**src/rtl/sdram_arbiter_if.sv**
```systemverilog
// sdram_arbiter_if: requester and memory-controller signals around the SDRAM arbiter.
interface sdram_arbiter_if;
    logic        req_0, we_0, ack_0, rvalid_0;
    logic        req_1, we_1, ack_1, rvalid_1;
    logic [22:0] addr_0, addr_1, mem_addr;
    logic [7:0]  wdata_0, wdata_1, rdata_0, rdata_1, mem_din, mem_dout;
    logic        mem_rd, mem_wr, mem_refresh, mem_data_ready, mem_busy, refresh_miss;
    modport slave (
        input  req_0, we_0, addr_0, wdata_0, req_1, we_1, addr_1, wdata_1,
        input  mem_dout, mem_data_ready, mem_busy,
        output ack_0, rdata_0, rvalid_0, ack_1, rdata_1, rvalid_1,
        output mem_rd, mem_wr, mem_refresh, mem_addr, mem_din, refresh_miss
    );
    modport master (
        output req_0, we_0, addr_0, wdata_0, req_1, we_1, addr_1, wdata_1,
        output mem_dout, mem_data_ready, mem_busy,
        input  ack_0, rdata_0, rvalid_0, ack_1, rdata_1, rvalid_1,
        input  mem_rd, mem_wr, mem_refresh, mem_addr, mem_din, refresh_miss
    );
endinterface

```
**src/rtl/sdram_arbiter.sv**
```systemverilog
// sdram_arbiter: two-port round-robin arbiter with periodic refresh in front of a byte-wide SDRAM controller.
module sdram_arbiter #(
    parameter int FREQ       = 27_000_000,
    parameter int REFRESH_US = 15
) (
    input  logic           clk,
    input  logic           resetn,
    sdram_arbiter_if.slave bus
);
    localparam int REFRESH_CYCLES = FREQ / 1_000_000 * REFRESH_US;
    localparam int CW = $clog2(REFRESH_CYCLES);
    typedef enum logic [1:0] {IDLE, ISSUE, WAIT} state_t;
    state_t        state_q, state_d;
    logic [CW-1:0] cnt_q, cnt_d;
    logic [22:0]   addr_q, addr_d;
    logic [7:0]    din_q, din_d, rdata0_q, rdata0_d, rdata1_q, rdata1_d;
    logic          rd_q, rd_d, wr_q, wr_d, refr_q, refr_d, ack0_q, ack0_d, ack1_q, ack1_d, rv0_q, rv0_d, rv1_q, rv1_d;
    logic          pend_q, pend_d, miss_q, miss_d, last_q, last_d, read_q, read_d, first_q, first_d, got_q, got_d, live_q;
    logic          tc, go, acc, pick, we, cap, done;
    always_comb begin
        tc   = cnt_q == CW'(REFRESH_CYCLES - 1);
        pick = (bus.req_0 && bus.req_1) ? !last_q : bus.req_1;
        we   = pick ? bus.we_1 : bus.we_0;
        go   = state_q == IDLE && live_q && !bus.mem_busy && (pend_q || bus.req_0 || bus.req_1);
        acc  = go && !pend_q;
        cap  = state_q == WAIT && read_q && !got_q && bus.mem_data_ready;
        done = !first_q && !bus.mem_busy && (!read_q || got_q || bus.mem_data_ready);
        state_d = state_q;
        case (state_q)
            IDLE:    state_d = go ? ISSUE : IDLE;
            ISSUE:   state_d = WAIT;
            default: state_d = done ? IDLE : WAIT;
        endcase
        // the controller raises busy a cycle late, so the first WAIT cycle is not trusted
        first_d  = state_q == ISSUE;
        got_d    = state_q == WAIT && (got_q || cap);
        read_d   = go ? acc && !we : read_q;
        rd_d     = acc && !we;
        wr_d     = acc && we;
        refr_d   = go && pend_q;
        ack0_d   = acc && !pick;
        ack1_d   = acc && pick;
        rv0_d    = cap && !last_q;
        rv1_d    = cap && last_q;
        rdata0_d = rv0_d ? bus.mem_dout : rdata0_q;
        rdata1_d = rv1_d ? bus.mem_dout : rdata1_q;
        addr_d   = acc ? (pick ? bus.addr_1 : bus.addr_0) : addr_q;
        din_d    = acc ? (pick ? bus.wdata_1 : bus.wdata_0) : din_q;
        last_d   = acc ? pick : last_q;
        cnt_d    = tc ? '0 : cnt_q + 1'b1;
        pend_d   = tc || (pend_q && !refr_d);
        miss_d   = miss_q || (tc && pend_q);
    end
    always_ff @(posedge clk or negedge resetn) begin
        if (!resetn) begin
            state_q  <= IDLE;
            cnt_q    <= '0;
            addr_q   <= '0;
            din_q    <= '0;
            rdata0_q <= '0;
            rdata1_q <= '0;
            {rd_q, wr_q, refr_q, ack0_q, ack1_q, rv0_q, rv1_q} <= '0;
            {pend_q, miss_q, read_q, first_q, got_q, live_q} <= '0;
            last_q   <= 1'b1;
        end else begin
            state_q  <= state_d;
            cnt_q    <= cnt_d;
            addr_q   <= addr_d;
            din_q    <= din_d;
            rdata0_q <= rdata0_d;
            rdata1_q <= rdata1_d;
            {rd_q, wr_q, refr_q, ack0_q, ack1_q, rv0_q, rv1_q} <= {rd_d, wr_d, refr_d, ack0_d, ack1_d, rv0_d, rv1_d};
            {pend_q, miss_q, read_q, first_q, got_q} <= {pend_d, miss_d, read_d, first_d, got_d};
            last_q   <= last_d;
            live_q   <= 1'b1;
        end
    end
    assign bus.mem_rd       = rd_q;
    assign bus.mem_wr       = wr_q;
    assign bus.mem_refresh  = refr_q;
    assign bus.mem_addr     = addr_q;
    assign bus.mem_din      = din_q;
    assign bus.ack_0        = ack0_q;
    assign bus.ack_1        = ack1_q;
    assign bus.rvalid_0     = rv0_q;
    assign bus.rvalid_1     = rv1_q;
    assign bus.rdata_0      = rdata0_q;
    assign bus.rdata_1      = rdata1_q;
    assign bus.refresh_miss = miss_q;
endmodule

```
**src/flat_wrapper.sv**
```systemverilog
// flat-port wrapper written by rule: the top's interface ports become plain ports
module sdram_arbiter_flat 
#(
    parameter int FREQ       = 27_000_000,
    parameter int REFRESH_US = 15
)
  (clk, resetn, bus_req_0, bus_we_0, bus_addr_0, bus_wdata_0, bus_req_1, bus_we_1, bus_addr_1, bus_wdata_1, bus_mem_dout, bus_mem_data_ready, bus_mem_busy, bus_ack_0, bus_rdata_0, bus_rvalid_0, bus_ack_1, bus_rdata_1, bus_rvalid_1, bus_mem_rd, bus_mem_wr, bus_mem_refresh, bus_mem_addr, bus_mem_din, bus_refresh_miss);
  sdram_arbiter_if bus_i ();
  input  logic clk;
  input  logic resetn;
  input wire logic [$bits(bus_i.req_0)-1:0] bus_req_0;
  input wire logic [$bits(bus_i.we_0)-1:0] bus_we_0;
  input wire logic [$bits(bus_i.addr_0)-1:0] bus_addr_0;
  input wire logic [$bits(bus_i.wdata_0)-1:0] bus_wdata_0;
  input wire logic [$bits(bus_i.req_1)-1:0] bus_req_1;
  input wire logic [$bits(bus_i.we_1)-1:0] bus_we_1;
  input wire logic [$bits(bus_i.addr_1)-1:0] bus_addr_1;
  input wire logic [$bits(bus_i.wdata_1)-1:0] bus_wdata_1;
  input wire logic [$bits(bus_i.mem_dout)-1:0] bus_mem_dout;
  input wire logic [$bits(bus_i.mem_data_ready)-1:0] bus_mem_data_ready;
  input wire logic [$bits(bus_i.mem_busy)-1:0] bus_mem_busy;
  output wire logic [$bits(bus_i.ack_0)-1:0] bus_ack_0;
  output wire logic [$bits(bus_i.rdata_0)-1:0] bus_rdata_0;
  output wire logic [$bits(bus_i.rvalid_0)-1:0] bus_rvalid_0;
  output wire logic [$bits(bus_i.ack_1)-1:0] bus_ack_1;
  output wire logic [$bits(bus_i.rdata_1)-1:0] bus_rdata_1;
  output wire logic [$bits(bus_i.rvalid_1)-1:0] bus_rvalid_1;
  output wire logic [$bits(bus_i.mem_rd)-1:0] bus_mem_rd;
  output wire logic [$bits(bus_i.mem_wr)-1:0] bus_mem_wr;
  output wire logic [$bits(bus_i.mem_refresh)-1:0] bus_mem_refresh;
  output wire logic [$bits(bus_i.mem_addr)-1:0] bus_mem_addr;
  output wire logic [$bits(bus_i.mem_din)-1:0] bus_mem_din;
  output wire logic [$bits(bus_i.refresh_miss)-1:0] bus_refresh_miss;
  assign bus_i.req_0 = bus_req_0;
  assign bus_i.we_0 = bus_we_0;
  assign bus_i.addr_0 = bus_addr_0;
  assign bus_i.wdata_0 = bus_wdata_0;
  assign bus_i.req_1 = bus_req_1;
  assign bus_i.we_1 = bus_we_1;
  assign bus_i.addr_1 = bus_addr_1;
  assign bus_i.wdata_1 = bus_wdata_1;
  assign bus_i.mem_dout = bus_mem_dout;
  assign bus_i.mem_data_ready = bus_mem_data_ready;
  assign bus_i.mem_busy = bus_mem_busy;
  assign bus_ack_0 = bus_i.ack_0;
  assign bus_rdata_0 = bus_i.rdata_0;
  assign bus_rvalid_0 = bus_i.rvalid_0;
  assign bus_ack_1 = bus_i.ack_1;
  assign bus_rdata_1 = bus_i.rdata_1;
  assign bus_rvalid_1 = bus_i.rvalid_1;
  assign bus_mem_rd = bus_i.mem_rd;
  assign bus_mem_wr = bus_i.mem_wr;
  assign bus_mem_refresh = bus_i.mem_refresh;
  assign bus_mem_addr = bus_i.mem_addr;
  assign bus_mem_din = bus_i.mem_din;
  assign bus_refresh_miss = bus_i.refresh_miss;
  sdram_arbiter #(.FREQ(FREQ), .REFRESH_US(REFRESH_US)) u_core (.clk(clk), .resetn(resetn), .bus(bus_i));
endmodule
```
**config.mk**
```make
export PLATFORM = sky130hd
export DESIGN_NAME = sdram_arbiter_flat
export DESIGN_NICKNAME = d
export VERILOG_FILES = /design/src/rtl/sdram_arbiter_if.sv /design/src/rtl/sdram_arbiter.sv /design/src/flat_wrapper.sv
export SDC_FILE = /design/constraint.sdc
export NUM_CORES = 1
export LEC_CHECK = 0
export ABC_AREA = 1
export BUFFER_PORTS_ARGS = -buffer_cell sky130_fd_sc_hd__buf_2
export CORE_ASPECT_RATIO = 1.25
export CORE_MARGIN = 4
export CORE_UTILIZATION = 53
export CTS_CLUSTER_DIAMETER = 80
export DETAILED_ROUTE_END_ITERATION = 8
export HOLD_SLACK_MARGIN = 0.08
export MAX_ROUTING_LAYER = met4
export PLACE_DENSITY = 0.86
export SLEW_MARGIN = 20
export SYNTH_ARGS = -nofsm -noshare
export SYNTH_HDL_FRONTEND = slang
export SYNTH_SLANG_ARGS = --single-unit
```
**constraint.sdc**
```tcl
create_clock -name clk -period 3.3 [get_ports clk]
set_clock_uncertainty 0.1 [all_clocks]
set_input_delay 0.165 -clock clk [delete_from_list [all_inputs] [get_ports clk]]
set_output_delay 0.165 -clock clk [all_outputs]
set_load 0.01 [all_outputs]
```
# == Word level (Yosys, flattened, before mapping) ==
# Index checks and enable logic that the tools add are counted.
# op_classes
eq_ne,3
reduce_logical,37
muxes,8
add_sub_neg,1
# op_table
operator,count
$mux 23,1
$logic_and 1x1->1,20
$add 9x1->9 const B,1
$eq 9x9->1 const B,1
$logic_not 1->1,9
$mux 9,1
$mux 8,1
$logic_or 1x1->1,7
$pmux 2 s2,1
$mux 1,3
$eq 2x1->1 const B,1
$eq 2x2->1 const B,1
$logic_not 2->1,1
$mux 2,1
# word_totals
ff_bits,72
out_inout_bits,55

# == Logic depth before layout (Yosys ltp) ==
# Gate-level depths: netlist (run 1).
# depth
depth_word,8
ltp_mapped,8
depth_no_buf,7

# == Worst setup path after synthesis (run 1) ==
# Ideal clock, no wire load.
# synth_timing
path_kind,register to register
start,reg u_core.last_q
end,"reg u_core.ack1_q, in the netlist u_core.bus.ack_1"
period_less_slack_ns,1.273
setup_ns,0.117
required_ns,3.083
stages_incl_launch_ff,7
path_slack_ns,2.027
arrival_time_ns,1.056
cell_sequence,dfstp_2 nand2_1 nand2_2 buf_4 inv_2 nand4_1 inv_1
# synth_via
elab_chain_cells,3
# synth_lines
item,line,rtl
"start, declared",sdram_arbiter.sv:18,"logic pend_q, pend_d, miss_q, miss_d, last_q, last_d, read_q, read_d, first_q, first_d, got_q, got_d, live_q;"
"start signal, assigned",sdram_arbiter.sv:74,last_q <= last_d;
$logic_not 1->1,sdram_arbiter.sv:22,pick = (bus.req_0 && bus.req_1) ? !last_q : bus.req_1;
$mux 1,sdram_arbiter.sv:22,
$logic_and 1x1->1,sdram_arbiter.sv:42,ack1_d = acc && pick;
named net u_core.ack1_d,sdram_arbiter.sv:17,"logic rd_q, rd_d, wr_q, wr_d, refr_q, refr_d, ack0_q, ack0_d, ack1_q, ack1_d, rv0_q, rv0_d, rv1_q, rv1_d;"
"end signal, assigned",sdram_arbiter.sv:72,"{rd_q, wr_q, refr_q, ack0_q, ack1_q, rv0_q, rv1_q} <= {rd_d, wr_d, refr_d, ack0_d, ack1_d, rv0_d, rv1_d};"
"end, declared",sdram_arbiter.sv:17,
# The timed path passes the listed nets, and every way through them passes these cells.
# A chain may end at the register's enable or synchronous reset.

# == Worst setup path in the final report (run 1) ==
# layout_timing
start,reg u_core.last_q
end,"reg u_core.addr_q[16], in the netlist u_core.bus.mem_addr[16]"
# layout_via
elab_chain_cells,3
# layout_lines
item,line,rtl
$logic_not 1->1,sdram_arbiter.sv:22,
$mux 1,sdram_arbiter.sv:22,
$mux 23,sdram_arbiter.sv:47,addr_d = acc ? (pick ? bus.addr_1 : bus.addr_0) : addr_q;
"end signal, assigned",sdram_arbiter.sv:68,addr_q <= addr_d;
"end, declared",sdram_arbiter.sv:15,"logic [22:0] addr_q, addr_d;"
# Every way passes these cells.

==> results of run 1 <==
-- power groups by stage --
stage                     clock (uW)  combinational [uW]  sequential (uW)
after floorplan                    0                 413             1400
after global placement             0                 863             1300
after detailed placement           0                 892             1300
after CTS                        778                 982             1290
after global routing             822                1110             1330
final                            768                1010             1300
-- cells by family (layout without fill, tap and decap cells) --
logic type	after synthesis	in the layout
adders and majority gates	2	2
xor gates and xnor gates	4	4
buffers and inverters	48	240
and+or+nand+nor	300	300
other	1	1
AOI/OAI and AO/OA	7	7
DFF	72	72
-- placed cells by master, fill, tap and decap left out, types with 3 or more instances in the layout --
cell type      instances
o21ai_0                4
inv_1                 23
inv_2                  3
xor2_1                 3
nand2_1              181
nor2_1                21
buf_2                132
buf_4                  3
nand2_2                4
nand3_1               87
dfrtp_1               71
dlygate4sd3_1         62
clkbuf_8               9
-- worst paths after layout --
path / cells after the start / endpoint
setup / recovery: 8 / u_core.bus.mem_addr[16]
hold / removal: 5 / u_core.bus.mem_addr[18]
setup reg to reg: 8 / u_core.bus.mem_addr[16]
hold reg to reg: 2 / u_core.bus.rdata_0[6]
max in group asynchronous: 3 / u_core.last_q
min in group asynchronous: 2 / u_core.bus.mem_addr[10]
-- stage by stage --
stage          setup slack (ns)  utilization (%)  instance area (um^2)
2_1_floorplan             2.027                -                  3480
3_3_place_gp              1.353            65.41                  4111
3_5_place_dp              1.277            65.41                  4111
4_1_cts                  0.7695            78.76                  4951
5_1_grt                  0.4754            78.76                  4951
6_report                 0.6593            78.76                  4951
-- tightest hold or removal path, stage by stage --
cell and delay [ns]:
buf_2 0.08, nand3_1 0.07, nand2_1 0.07, nand3_1 0.07, nand2_1 0.06
-- per-layer routing --
layer	global-route usage, %	wire length [um]	vias to the layer above
met2	50.00	5584	245
li1	-	-	1739
met3	5.576	833	54
met1	32.01	3784	1709
met4	14.69	450	0
met5	-	0	-
-- layout make-up --
| type | count | area, um^2 |
|---|---|---|
| Clock buffer | 9 | 123.9 |
| Clock inverter | 7 | 95.09 |
| Fill cell | 418 | 1335 |
| Inverter | 27 | 101.3 |
| Multi-Input combinational cell | 314 | 1418 |
| Sequential cell | 72 | 1803 |
| Tap cell | 85 | 106.4 |
| Timing Repair Buffer | 197 | 1304 |
-- flip-flops by register name (all words and copies together) (netlist names), 2 cells and up --
register             cells
u_core.bus.mem_addr     23
u_core.bus.mem_din       8
u_core.bus.rdata_0       8
u_core.bus.rdata_1       8
u_core.cnt_q             9
u_core.state_q           2
==> run_summary.xml, run 1 <==
<?xml version="1.0" encoding="UTF-8"?>
<metrics>
  <group name="run_status">
    <metric name="status" unit="">complete, no violations</metric>
  </group>
  <group name="worst_setup_path">
    <metric name="startpoint" unit="">u_core.last_q</metric>
    <metric name="worst-path-buf-inv" unit="">2</metric>
    <metric name="critPathMaxFanout" unit="">33</metric>
    <metric name="cell_with_the_largest_stage_delay_on_the_worst_path" unit="">dfstp_2</metric>
    <metric name="worst_path_dominant_cell_family" unit="">simple AND/OR/NAND/NOR gates</metric>
    <metric name="crit_path_frequent_cell" unit="">nand2_1</metric>
    <metric name="rr_startpoint" unit="">u_core.last_q</metric>
    <metric name="timing.critical_path.from_type" unit="">register</metric>
    <metric name="worstSetupEndpointType" unit="">register</metric>
    <metric name="worst-endpoint-required" unit="ns">3.48</metric>
    <metric name="max_stage_delay" unit="ns">0.65</metric>
    <metric name="crit_type" unit="">reg2reg</metric>
    <metric name="crit_path_cell_trace" unit="">nand2_1 -&gt; buf_4 -&gt; nand2_2 -&gt; nand2_1 -&gt; nand2_1 -&gt; dlygate4sd3_1 -&gt; nand3_1 -&gt; nand2_1</metric>
    <metric name="critical_path_arrival" unit="ns">2.82</metric>
    <metric name="worst-r2r-setup-slack" unit="ns">0.66</metric>
  </group>
  <group name="power_and_ir_drop">
    <metric name="power.leakage" unit="uW">0.002919</metric>
    <metric name="seq_power_share" unit="%">42.3</metric>
    <metric name="power.internal" unit="uW">1990</metric>
    <metric name="power_switching_share" unit="%">35.41</metric>
    <metric name="power_density" unit="nW/um^2">622.4</metric>
    <metric name="pwr_total" unit="uW">3081</metric>
    <metric name="pwr-share-clk" unit="%">24.9</metric>
    <metric name="ir_drop" unit="V">0.0003678</metric>
    <metric name="p_sw" unit="uW">1091</metric>
    <metric name="comb_power_share" unit="%">32.8</metric>
  </group>
  <group name="flow_run">
    <metric name="max_cap_violations" unit="">0</metric>
  </group>
  <group name="grt">
    <metric name="largest_net_degree_at_the_start_of_global_routing" unit="">38</metric>
    <metric name="grt_antenna_before_repair" unit="">0</metric>
    <metric name="grt_pass1_vias" unit="">3794</metric>
    <metric name="grt_pass1_wl" unit="um">17520</metric>
    <metric name="global_route.overflow_total" unit="">0</metric>
    <metric name="track_usage" unit="%">29.25</metric>
  </group>
  <group name="timing">
    <metric name="worstMarginPinSlew" unit="ns">0.6567</metric>
    <metric name="period_minus_slack" unit="ns">2.641</metric>
    <metric name="setup_viol" unit="">0</metric>
    <metric name="setup_repair_after_global_routing_missed_its_margin" unit="">no</metric>
    <metric name="hold_viol" unit="">0</metric>
    <metric name="final.hold.worst_slack" unit="ns">0.09715</metric>
    <metric name="count_of_pins_over_their_slew_limit" unit="">0</metric>
    <metric name="finalSetupTns" unit="ns">0</metric>
    <metric name="fmax" unit="MHz">378.7</metric>
    <metric name="max_slew_margin" unit="%">56.16</metric>
    <metric name="final_min_period_over_clock_period" unit="%">80.02</metric>
  </group>
  <group name="die">
    <metric name="num_rows" unit="">32</metric>
    <metric name="die-height" unit="um">98.59</metric>
    <metric name="dieArea" unit="um^2">7934</metric>
    <metric name="floorplan.die.width" unit="um">80.47</metric>
    <metric name="floorplan.core_area" unit="um^2">6286</metric>
    <metric name="initial_core_util" unit="%">55.35</metric>
    <metric name="top_level_ports" unit="">133</metric>
  </group>
  <group name="yosys">
    <metric name="largest_family_of_logic_cells_by_synthesized_area" unit="">simple AND/OR/NAND/NOR gates</metric>
    <metric name="synth.yosys.seq_area_share" unit="%">51.82</metric>
    <metric name="synthMuxAreaShare" unit="%">0</metric>
    <metric name="yosys.area_share.simple" unit="%">37.83</metric>
    <metric name="ys_top_cells_by_count" unit="">nand2_1 (181), nand3_1 (87), dfrtp_1 (71), inv_1 (23), nor2_1 (21)</metric>
    <metric name="postSynthNetCount" unit="">514</metric>
    <metric name="synth.ff_latch_count" unit="">72</metric>
    <metric name="ys_top_cells_by_area" unit="">dfrtp_1 (51%), nand2_1 (20%), nand3_1 (13%), inv_1 (2.5%), buf_6 (2.3%)</metric>
    <metric name="synth_area_leader_cell" unit="">dfrtp_1</metric>
    <metric name="synth_cell_type_count" unit="">25</metric>
    <metric name="synth_enable_flop_cells" unit="">0</metric>
    <metric name="ys.warnings.count" unit="">0</metric>
    <metric name="synthMostInstantiatedCell" unit="">nand2_1</metric>
    <metric name="synthesis.area" unit="um^2">3480</metric>
    <metric name="postSynthCellCount" unit="">434</metric>
    <metric name="synth-adder-area-share" unit="%">0.7192</metric>
    <metric name="synth_area_in_xor_xnor" unit="%">1.007</metric>
    <metric name="share_of_flip_flops_with_an_asynchronous_set_or_reset" unit="%">100.0</metric>
    <metric name="ys.flop_type" unit="">dfrtp_1</metric>
    <metric name="postSynthAreaPerCell" unit="um^2">8.017</metric>
    <metric name="synth_top_cell_area_share" unit="%">51.06</metric>
    <metric name="synth_compound_gate_area_share" unit="%">1.079</metric>
  </group>
  <group name="hold_path">
    <metric name="holdCritPathClass" unit="">in2reg</metric>
    <metric name="hold_path_startpoint" unit="">bus_addr_1[18]</metric>
  </group>
  <group name="route">
    <metric name="vias_per_cell" unit="">5.270</metric>
    <metric name="route.antenna.remaining_nets" unit="">0</metric>
    <metric name="finalWirelength" unit="um">10650</metric>
    <metric name="dr_drc_count" unit="">0</metric>
    <metric name="detailedRoute.firstIterationViolations" unit="">437</metric>
    <metric name="vias" unit="">3747</metric>
    <metric name="routed_wire_length_per_instance" unit="um">14.98</metric>
    <metric name="drt_first_pass_iters" unit="">6</metric>
  </group>
  <group name="final_layout">
    <metric name="diodes" unit="">0</metric>
    <metric name="areaGrowthSynthToFinish" unit="%">42.29</metric>
    <metric name="post_layout_nonfiller_instances" unit="">711</metric>
    <metric name="final_layout_size_suffix_gt1_share" unit="%">26.36</metric>
    <metric name="final_nets" unit="">701</metric>
  </group>
  <group name="clocking">
    <metric name="hold_buffers" unit="">62</metric>
    <metric name="cts_sinks" unit="">72</metric>
    <metric name="clock_tree_from_tritoncts" unit="">done</metric>
    <metric name="cts-root-buf" unit="">clkbuf_8</metric>
    <metric name="cts_buffer_depth" unit="">2</metric>
    <metric name="cts_made_buffers" unit="">9</metric>
    <metric name="clkLatencyLatePin" unit="ns">0.34</metric>
    <metric name="htree_levels" unit="">3</metric>
    <metric name="clk_pin_slew_worst_paths" unit="ns">0.08</metric>
    <metric name="post_cts_buffers" unit="">0</metric>
    <metric name="postCtsResizedCells" unit="">0</metric>
  </group>
  <group name="placement">
    <metric name="place_inst" unit="">633</metric>
    <metric name="placement.io_buffers" unit="">132</metric>
    <metric name="dpl.hpwl" unit="um">6120</metric>
    <metric name="routability_congestion_estimate_from_global_placement" unit="">0.8755</metric>
  </group>
</metrics>
Power figures use the tool's default switching activity.
==> run 2: changes to the inputs <==
- CORE_UTILIZATION: 53 -> 49
- PLACE_DENSITY: 0.86 -> 0.8
- clock period: 3.3 -> 2.76 ns (I/O delays scaled with it)
==> run_summary.xml, run 2 (synthesis results as in run 1) <==
<?xml version="1.0" encoding="UTF-8"?>
<metrics>
  <group name="power_and_ir_drop">
    <metric name="power.leakage" unit="uW">0.002990</metric>
    <metric name="power_density" unit="nW/um^2">740.3</metric>
    <metric name="ir_drop" unit="V">0.0003980</metric>
  </group>
  <group name="worst_setup_path">
    <metric name="crit_path_frequent_cell" unit="">nand2_1</metric>
    <metric name="crit_path_cell_trace" unit="">nand2_1 -&gt; buf_4 -&gt; nand2_4 -&gt; nand2_1 -&gt; nand2_1 -&gt; dlygate4sd3_1 -&gt; nand3_1 -&gt; nand2_1</metric>
    <metric name="rr_worst_depth" unit="">8</metric>
    <metric name="worstSetupEndpointType" unit="">register</metric>
    <metric name="cell_with_the_largest_stage_delay_on_the_worst_path" unit="">dfstp_2</metric>
    <metric name="r2r-end" unit="">u_core.bus.mem_addr[16]</metric>
    <metric name="worst-endpoint-required" unit="ns">2.94</metric>
    <metric name="startpoint" unit="">u_core.last_q</metric>
    <metric name="worst-r2r-setup-slack" unit="ns">0.30</metric>
    <metric name="crit_type" unit="">reg2reg</metric>
    <metric name="worst-path-buf-inv" unit="">2</metric>
    <metric name="timing.critical_path.from_type" unit="">register</metric>
    <metric name="max_stage_delay" unit="ns">0.65</metric>
    <metric name="rr_startpoint" unit="">u_core.last_q</metric>
    <metric name="critical_path_arrival" unit="ns">2.64</metric>
    <metric name="critPathMaxFanout" unit="">33</metric>
    <metric name="worst_path_dominant_cell_family" unit="">simple AND/OR/NAND/NOR gates</metric>
  </group>
  <group name="grt">
    <metric name="grt_antenna_before_repair" unit="">0</metric>
    <metric name="use_met1" unit="%">28.38</metric>
    <metric name="global_route.overflow_total" unit="">0</metric>
    <metric name="largest_net_degree_at_the_start_of_global_routing" unit="">41</metric>
    <metric name="grt_pass1_vias" unit="">3708</metric>
    <metric name="top_usage_layer" unit="">met2</metric>
    <metric name="globalRouteMet2Util" unit="%">43.64</metric>
    <metric name="met3_usage" unit="%">5.000</metric>
    <metric name="grt_pass1_wl" unit="um">16890</metric>
    <metric name="track_usage" unit="%">25.50</metric>
  </group>
  <group name="clocking">
    <metric name="clock_tree_from_tritoncts" unit="">done</metric>
    <metric name="clk_pin_slew_worst_paths" unit="ns">0.08</metric>
    <metric name="cts_made_buffers" unit="">9</metric>
    <metric name="cts_buffer_depth" unit="">2</metric>
    <metric name="htree_levels" unit="">3</metric>
    <metric name="clkLatencyLatePin" unit="ns">0.35</metric>
    <metric name="cts-root-buf" unit="">clkbuf_8</metric>
    <metric name="cts_sinks" unit="">72</metric>
  </group>
  <group name="timing">
    <metric name="count_of_pins_over_their_slew_limit" unit="">0</metric>
    <metric name="final.hold.worst_slack" unit="ns">0.1090</metric>
    <metric name="finalSetupTns" unit="ns">0</metric>
    <metric name="final_min_period_over_clock_period" unit="%">88.99</metric>
    <metric name="setup_viol" unit="">0</metric>
    <metric name="period_minus_slack" unit="ns">2.456</metric>
    <metric name="worstMarginPinSlew" unit="ns">0.7567</metric>
    <metric name="max_slew_margin" unit="%">49.56</metric>
    <metric name="setup_repair_after_global_routing_missed_its_margin" unit="">no</metric>
    <metric name="setup_slack_after_layout" unit="ns">0.3040</metric>
    <metric name="fmax" unit="MHz">407.2</metric>
    <metric name="hold_viol" unit="">0</metric>
  </group>
  <group name="final_layout">
    <metric name="largest_register_ff_count" unit="">23</metric>
    <metric name="areaGrowthSynthToFinish" unit="%">47.07</metric>
    <metric name="final_layout_size_suffix_gt1_share" unit="%">26.02</metric>
    <metric name="mostFrequentLayoutCells" unit="">nand2_1 (181), buf_2 (132), nand3_1 (87)</metric>
    <metric name="diodes" unit="">0</metric>
    <metric name="post_layout_nonfiller_instances" unit="">728</metric>
    <metric name="final_nets" unit="">713</metric>
    <metric name="layout.cells.most_common" unit="">nand2_1</metric>
  </group>
  <group name="die">
    <metric name="initial_core_util" unit="%">50.18</metric>
    <metric name="num_rows" unit="">34</metric>
    <metric name="floorplan.die.width" unit="um">83.37</metric>
    <metric name="top_level_ports" unit="">133</metric>
    <metric name="die-height" unit="um">102.2</metric>
    <metric name="dieArea" unit="um^2">8522</metric>
    <metric name="floorplan.core_area" unit="um^2">6934</metric>
  </group>
  <group name="route">
    <metric name="vias" unit="">3728</metric>
    <metric name="drt_first_pass_iters" unit="">5</metric>
    <metric name="finalWirelength" unit="um">10250</metric>
    <metric name="detailedRoute.firstIterationViolations" unit="">233</metric>
    <metric name="vias_per_cell" unit="">5.121</metric>
    <metric name="route.antenna.remaining_nets" unit="">0</metric>
    <metric name="routed_wire_length_per_instance" unit="um">14.09</metric>
    <metric name="dr_drc_count" unit="">0</metric>
  </group>
  <group name="placement">
    <metric name="place_inst" unit="">639</metric>
    <metric name="routability_congestion_estimate_from_global_placement" unit="">0.8897</metric>
    <metric name="dpl.hpwl" unit="um">6285</metric>
    <metric name="pre_cts_slack" unit="ns">0.7552</metric>
    <metric name="placement.io_buffers" unit="">132</metric>
  </group>
  <group name="hold_path">
    <metric name="holdCritPathClass" unit="">in2reg</metric>
    <metric name="hold_path_startpoint" unit="">bus_we_1</metric>
    <metric name="min_path_cells" unit="">5</metric>
    <metric name="min_delay_worst_endpoint" unit="">u_core.bus.mem_wr</metric>
  </group>
  <group name="run_status">
    <metric name="status" unit="">complete, no violations</metric>
  </group>
  <group name="flow_run">
    <metric name="max_cap_violations" unit="">0</metric>
  </group>
</metrics>
run 2: power by group:
part / internal, uW / switching (uW)
Combinational: 541 / 687
Clock: 601 / 408
Sequential: 1360 / 190
run 2: layout make-up:
| type | count | area (um^2) |
|---|---|---|
| sequential | 72 | 1803 |
| clock inverter | 7 | 120.1 |
| fill | 493 | 1817 |
| clock buffer | 9 | 123.9 |
| multi-input combinational | 314 | 1423 |
| tap | 90 | 112.6 |
| timing repair buffer | 209 | 1434 |
| inverter | 27 | 101.3 |
run 2: through the flow:
step	cell area [um^2]	total power [uW]	utilization (%)
finish	5117	3788	73.80
global route	5117	4017	73.80
CTS	5112	3776	73.73
detailed placement	4138	2626	59.67
global placement	4138	2588	59.67
floorplan	3480	2164	-
run 2: how the worst max path moves through the flow:
stage          cells after the start                      end  slack, ns
6_report                           8  u_core.bus.mem_addr[16]       0.30
4_1_cts                            8  u_core.bus.mem_addr[16]       0.21
3_3_place_gp                       7            u_core.read_q       0.81
2_1_floorplan                      6         u_core.bus.ack_1       1.49
5_1_grt                            8  u_core.bus.mem_addr[16]       0.17
3_5_place_dp                       7            u_core.read_q       0.76
run 2: worst register-to-register path, cell delays in order (launching register included):
cell and delay [ns]:
dfstp_2 0.65, nand2_1 0.08, buf_4 0.24, nand2_4 0.34
nand2_1 0.12, nand2_1 0.07, dlygate4sd3_1 0.57, nand3_1 0.11
nand2_1 0.11
run 2: per-layer routing:
metal / vias to the layer above / wire length (um) / share of wire, %
li1: 1769 / - / -
met1: 1751 / 3801 / 37
met2: 171 / 5389 / 53
met3: 37 / 662 / 6.5
met4: 0 / 401 / 3.9
met5: - / 0 / 0
run 2: repair_timing:
action / 4_1_cts / 5_1_grt
hold buffers: 73 / 0
endpoints found under the hold margin: 80 / 0
resized for setup: 0 / 1
endpoints found under the setup margin: 0 / 6
buffers inserted: 0 / 0
==> run 3: changes to the inputs <==
- BUFFER_PORTS_ARGS: -buffer_cell sky130_fd_sc_hd__buf_2 -> -buffer_cell sky130_fd_sc_hd__buf_4
==> run_summary.xml, run 3 (synthesis results as in run 1) <==
<?xml version="1.0" encoding="UTF-8"?>
<metrics>
  <group name="final_layout">
    <metric name="post_layout_nonfiller_instances" unit="">727</metric>
    <metric name="layout.core_utilization" unit="%">77.73</metric>
    <metric name="final_cell_area" unit="um^2">5390</metric>
    <metric name="multi_input_area" unit="um^2">1423</metric>
    <metric name="largest_register_ff_count" unit="">23</metric>
    <metric name="areaGrowthSynthToFinish" unit="%">54.91</metric>
    <metric name="mostFrequentLayoutCells" unit="">nand2_1 (181), buf_4 (134), nand3_1 (87)</metric>
    <metric name="final_layout_size_suffix_gt1_share" unit="%">25.75</metric>
    <metric name="layout.cells.most_common" unit="">nand2_1</metric>
    <metric name="ff_latch_area" unit="um^2">1803</metric>
    <metric name="diodes" unit="">0</metric>
    <metric name="final.fill_count" unit="">466</metric>
    <metric name="final_nets" unit="">712</metric>
  </group>
  <group name="clocking">
    <metric name="clkLatencyLatePin" unit="ns">0.34</metric>
    <metric name="cts-root-buf" unit="">clkbuf_8</metric>
    <metric name="cts_made_buffers" unit="">9</metric>
    <metric name="htree_levels" unit="">3</metric>
    <metric name="cts_sinks" unit="">72</metric>
    <metric name="post_cts_buffers" unit="">0</metric>
    <metric name="clk_pin_slew_worst_paths" unit="ns">0.08</metric>
    <metric name="cts_buffer_depth" unit="">2</metric>
    <metric name="clock_tree_from_tritoncts" unit="">done</metric>
  </group>
  <group name="placement">
    <metric name="routability_congestion_estimate_from_global_placement" unit="">0.8568</metric>
    <metric name="place_inst" unit="">637</metric>
    <metric name="placement.io_buffers" unit="">132</metric>
    <metric name="dpl.hpwl" unit="um">6405</metric>
    <metric name="placed_area" unit="um^2">4441</metric>
  </group>
  <group name="grt">
    <metric name="track_usage" unit="%">26.21</metric>
    <metric name="grt_pass1_vias" unit="">3719</metric>
    <metric name="global_route.overflow_total" unit="">0</metric>
    <metric name="largest_net_degree_at_the_start_of_global_routing" unit="">73</metric>
    <metric name="grt_antenna_before_repair" unit="">0</metric>
    <metric name="grt_pass1_wl" unit="um">17240</metric>
  </group>
  <group name="timing">
    <metric name="fmax" unit="MHz">414.2</metric>
    <metric name="setup_viol" unit="">0</metric>
    <metric name="max_slew_margin" unit="%">40.92</metric>
    <metric name="final_min_period_over_clock_period" unit="%">87.48</metric>
    <metric name="count_of_pins_over_their_slew_limit" unit="">0</metric>
    <metric name="setup_repair_after_global_routing_missed_its_margin" unit="">no</metric>
    <metric name="finalSetupTns" unit="ns">0</metric>
    <metric name="period_minus_slack" unit="ns">2.414</metric>
    <metric name="worstMarginPinSlew" unit="ns">0.8862</metric>
    <metric name="hold_viol" unit="">0</metric>
  </group>
  <group name="worst_setup_path">
    <metric name="critPathMaxFanout" unit="">33</metric>
    <metric name="worst-endpoint-required" unit="ns">2.95</metric>
    <metric name="cell_with_the_largest_stage_delay_on_the_worst_path" unit="">dfstp_2</metric>
    <metric name="rr_worst_depth" unit="">8</metric>
    <metric name="critical_path_arrival" unit="ns">2.60</metric>
    <metric name="worst_path_dominant_cell_family" unit="">buffers and inverters</metric>
    <metric name="crit_path_frequent_cell" unit="">nand2_1</metric>
    <metric name="crit_path_cell_trace" unit="">nand2_1 -&gt; buf_4 -&gt; nand2_4 -&gt; nand2_1 -&gt; nand2_1 -&gt; dlygate4sd3_1 -&gt; nand3_1 -&gt; nand2_1</metric>
    <metric name="crit_type" unit="">reg2reg</metric>
    <metric name="worst-path-buf-inv" unit="">2</metric>
    <metric name="worst-r2r-setup-slack" unit="ns">0.35</metric>
    <metric name="timing.critical_path.from_type" unit="">register</metric>
    <metric name="worstSetupEndpointType" unit="">register</metric>
    <metric name="max_stage_delay" unit="ns">0.66</metric>
    <metric name="worstSetupPathDepth" unit="">8</metric>
  </group>
  <group name="hold_path">
    <metric name="holdCritPathClass" unit="">in2reg</metric>
    <metric name="min_path_cells" unit="">5</metric>
  </group>
  <group name="die">
    <metric name="floorplan.core_area" unit="um^2">6934</metric>
    <metric name="die-height" unit="um">102.2</metric>
    <metric name="dieArea" unit="um^2">8522</metric>
    <metric name="initial_core_util" unit="%">50.18</metric>
    <metric name="num_rows" unit="">34</metric>
    <metric name="floorplan.die.width" unit="um">83.37</metric>
    <metric name="top_level_ports" unit="">133</metric>
  </group>
  <group name="route">
    <metric name="route.antenna.remaining_nets" unit="">0</metric>
    <metric name="routed_wire_length_per_instance" unit="um">14.22</metric>
    <metric name="drt_first_pass_iters" unit="">4</metric>
    <metric name="detailedRoute.firstIterationViolations" unit="">243</metric>
    <metric name="finalWirelength" unit="um">10340</metric>
    <metric name="dr_drc_count" unit="">0</metric>
    <metric name="vias" unit="">3671</metric>
    <metric name="vias_per_cell" unit="">5.050</metric>
  </group>
  <group name="power_and_ir_drop">
    <metric name="power.leakage" unit="uW">0.003040</metric>
    <metric name="ir_drop" unit="V">0.0003828</metric>
    <metric name="power_density" unit="nW/um^2">707.6</metric>
  </group>
  <group name="run_status">
    <metric name="status" unit="">complete, no violations</metric>
  </group>
  <group name="flow_run">
    <metric name="max_cap_violations" unit="">0</metric>
  </group>
</metrics>
[run 3: cell count changes in the layout (fill, tap and decap cells not counted), moves of 2 or more]
cell / before / now
clkinvlp_4: 1 / 3
clkinv_4: 2 / 0
buf_2: 132 / 0
bufinv_16: 3 / 1
buf_4: 3 / 134
[run 3: worst register-to-register path, delay by kind of cell, from the launching register on]
family	cells	cell delay (ns)
buffers and inverters	2	0.81
flip-flops	1	0.66
AND/OR/NAND/NOR	6	0.79
[run 3: repair_timing]
| item | 4_1_cts | 5_1_grt |
|---|---|---|
| hold buffers | 74 | 0 |
| gates resized for setup | 0 | 1 |
| setup endpoints to repair | 0 | 4 |
| endpoints found under the hold margin | 120 | 0 |
[run 3: layout make-up]
class,count,share of cell area (%)
inverter,27,1.880
multi-input combinational,314,26.39
timing repair buffer,208,32.40
sequential,72,33.45
clock buffer,10,2.553
clock inverter,6,1.230
tap,90,2.089
[run 3: path summary, 6_finish.rpt]
| check | start | to |
|---|---|---|
| min in group asynchronous | resetn | u_core.bus.rdata_0[2] |
| max reg2reg | u_core.last_q | u_core.bus.mem_addr[2] |
| min | bus_we_1 | u_core.bus.mem_wr |
| max in group asynchronous | resetn | u_core.bus.mem_addr[13] |
| max | u_core.last_q | u_core.bus.mem_addr[2] |
| min reg2reg | u_core.bus.rdata_1[6] | u_core.bus.rdata_1[6] |
[run 3: where the power goes]
part           switching (uW)  total, uW  internal [uW]  leakage [uW]
Clock                     394        837            443     0.0000949
Combinational             694       1410            718       0.00202
Sequential                204       1570           1360      0.000927
[run 3: metal layers]
layer | share of wire [%] | global-route usage [%] | vias to the layer above | routed length, um
li1 | - | - | 1759 | -
met1 | 37 | 27.03 | 1758 | 3793
met2 | 55 | 47.72 | 128 | 5719
met3 | 5.3 | 6.210 | 26 | 546
met4 | 2.7 | 11.57 | 0 | 278
met5 | 0 | - | - | 0
[run 3: stage by stage]
stage               hold WS (ns)  power [uW]  setup WS (ns)
finish                    0.1061        3814         0.3456
global route              0.1574        4058         0.2065
CTS                      0.09306        3811         0.2204
detailed placement        0.2120        2821         0.7545
global placement          0.2077        2784         0.8212
floorplan                -0.2576        2164          1.487
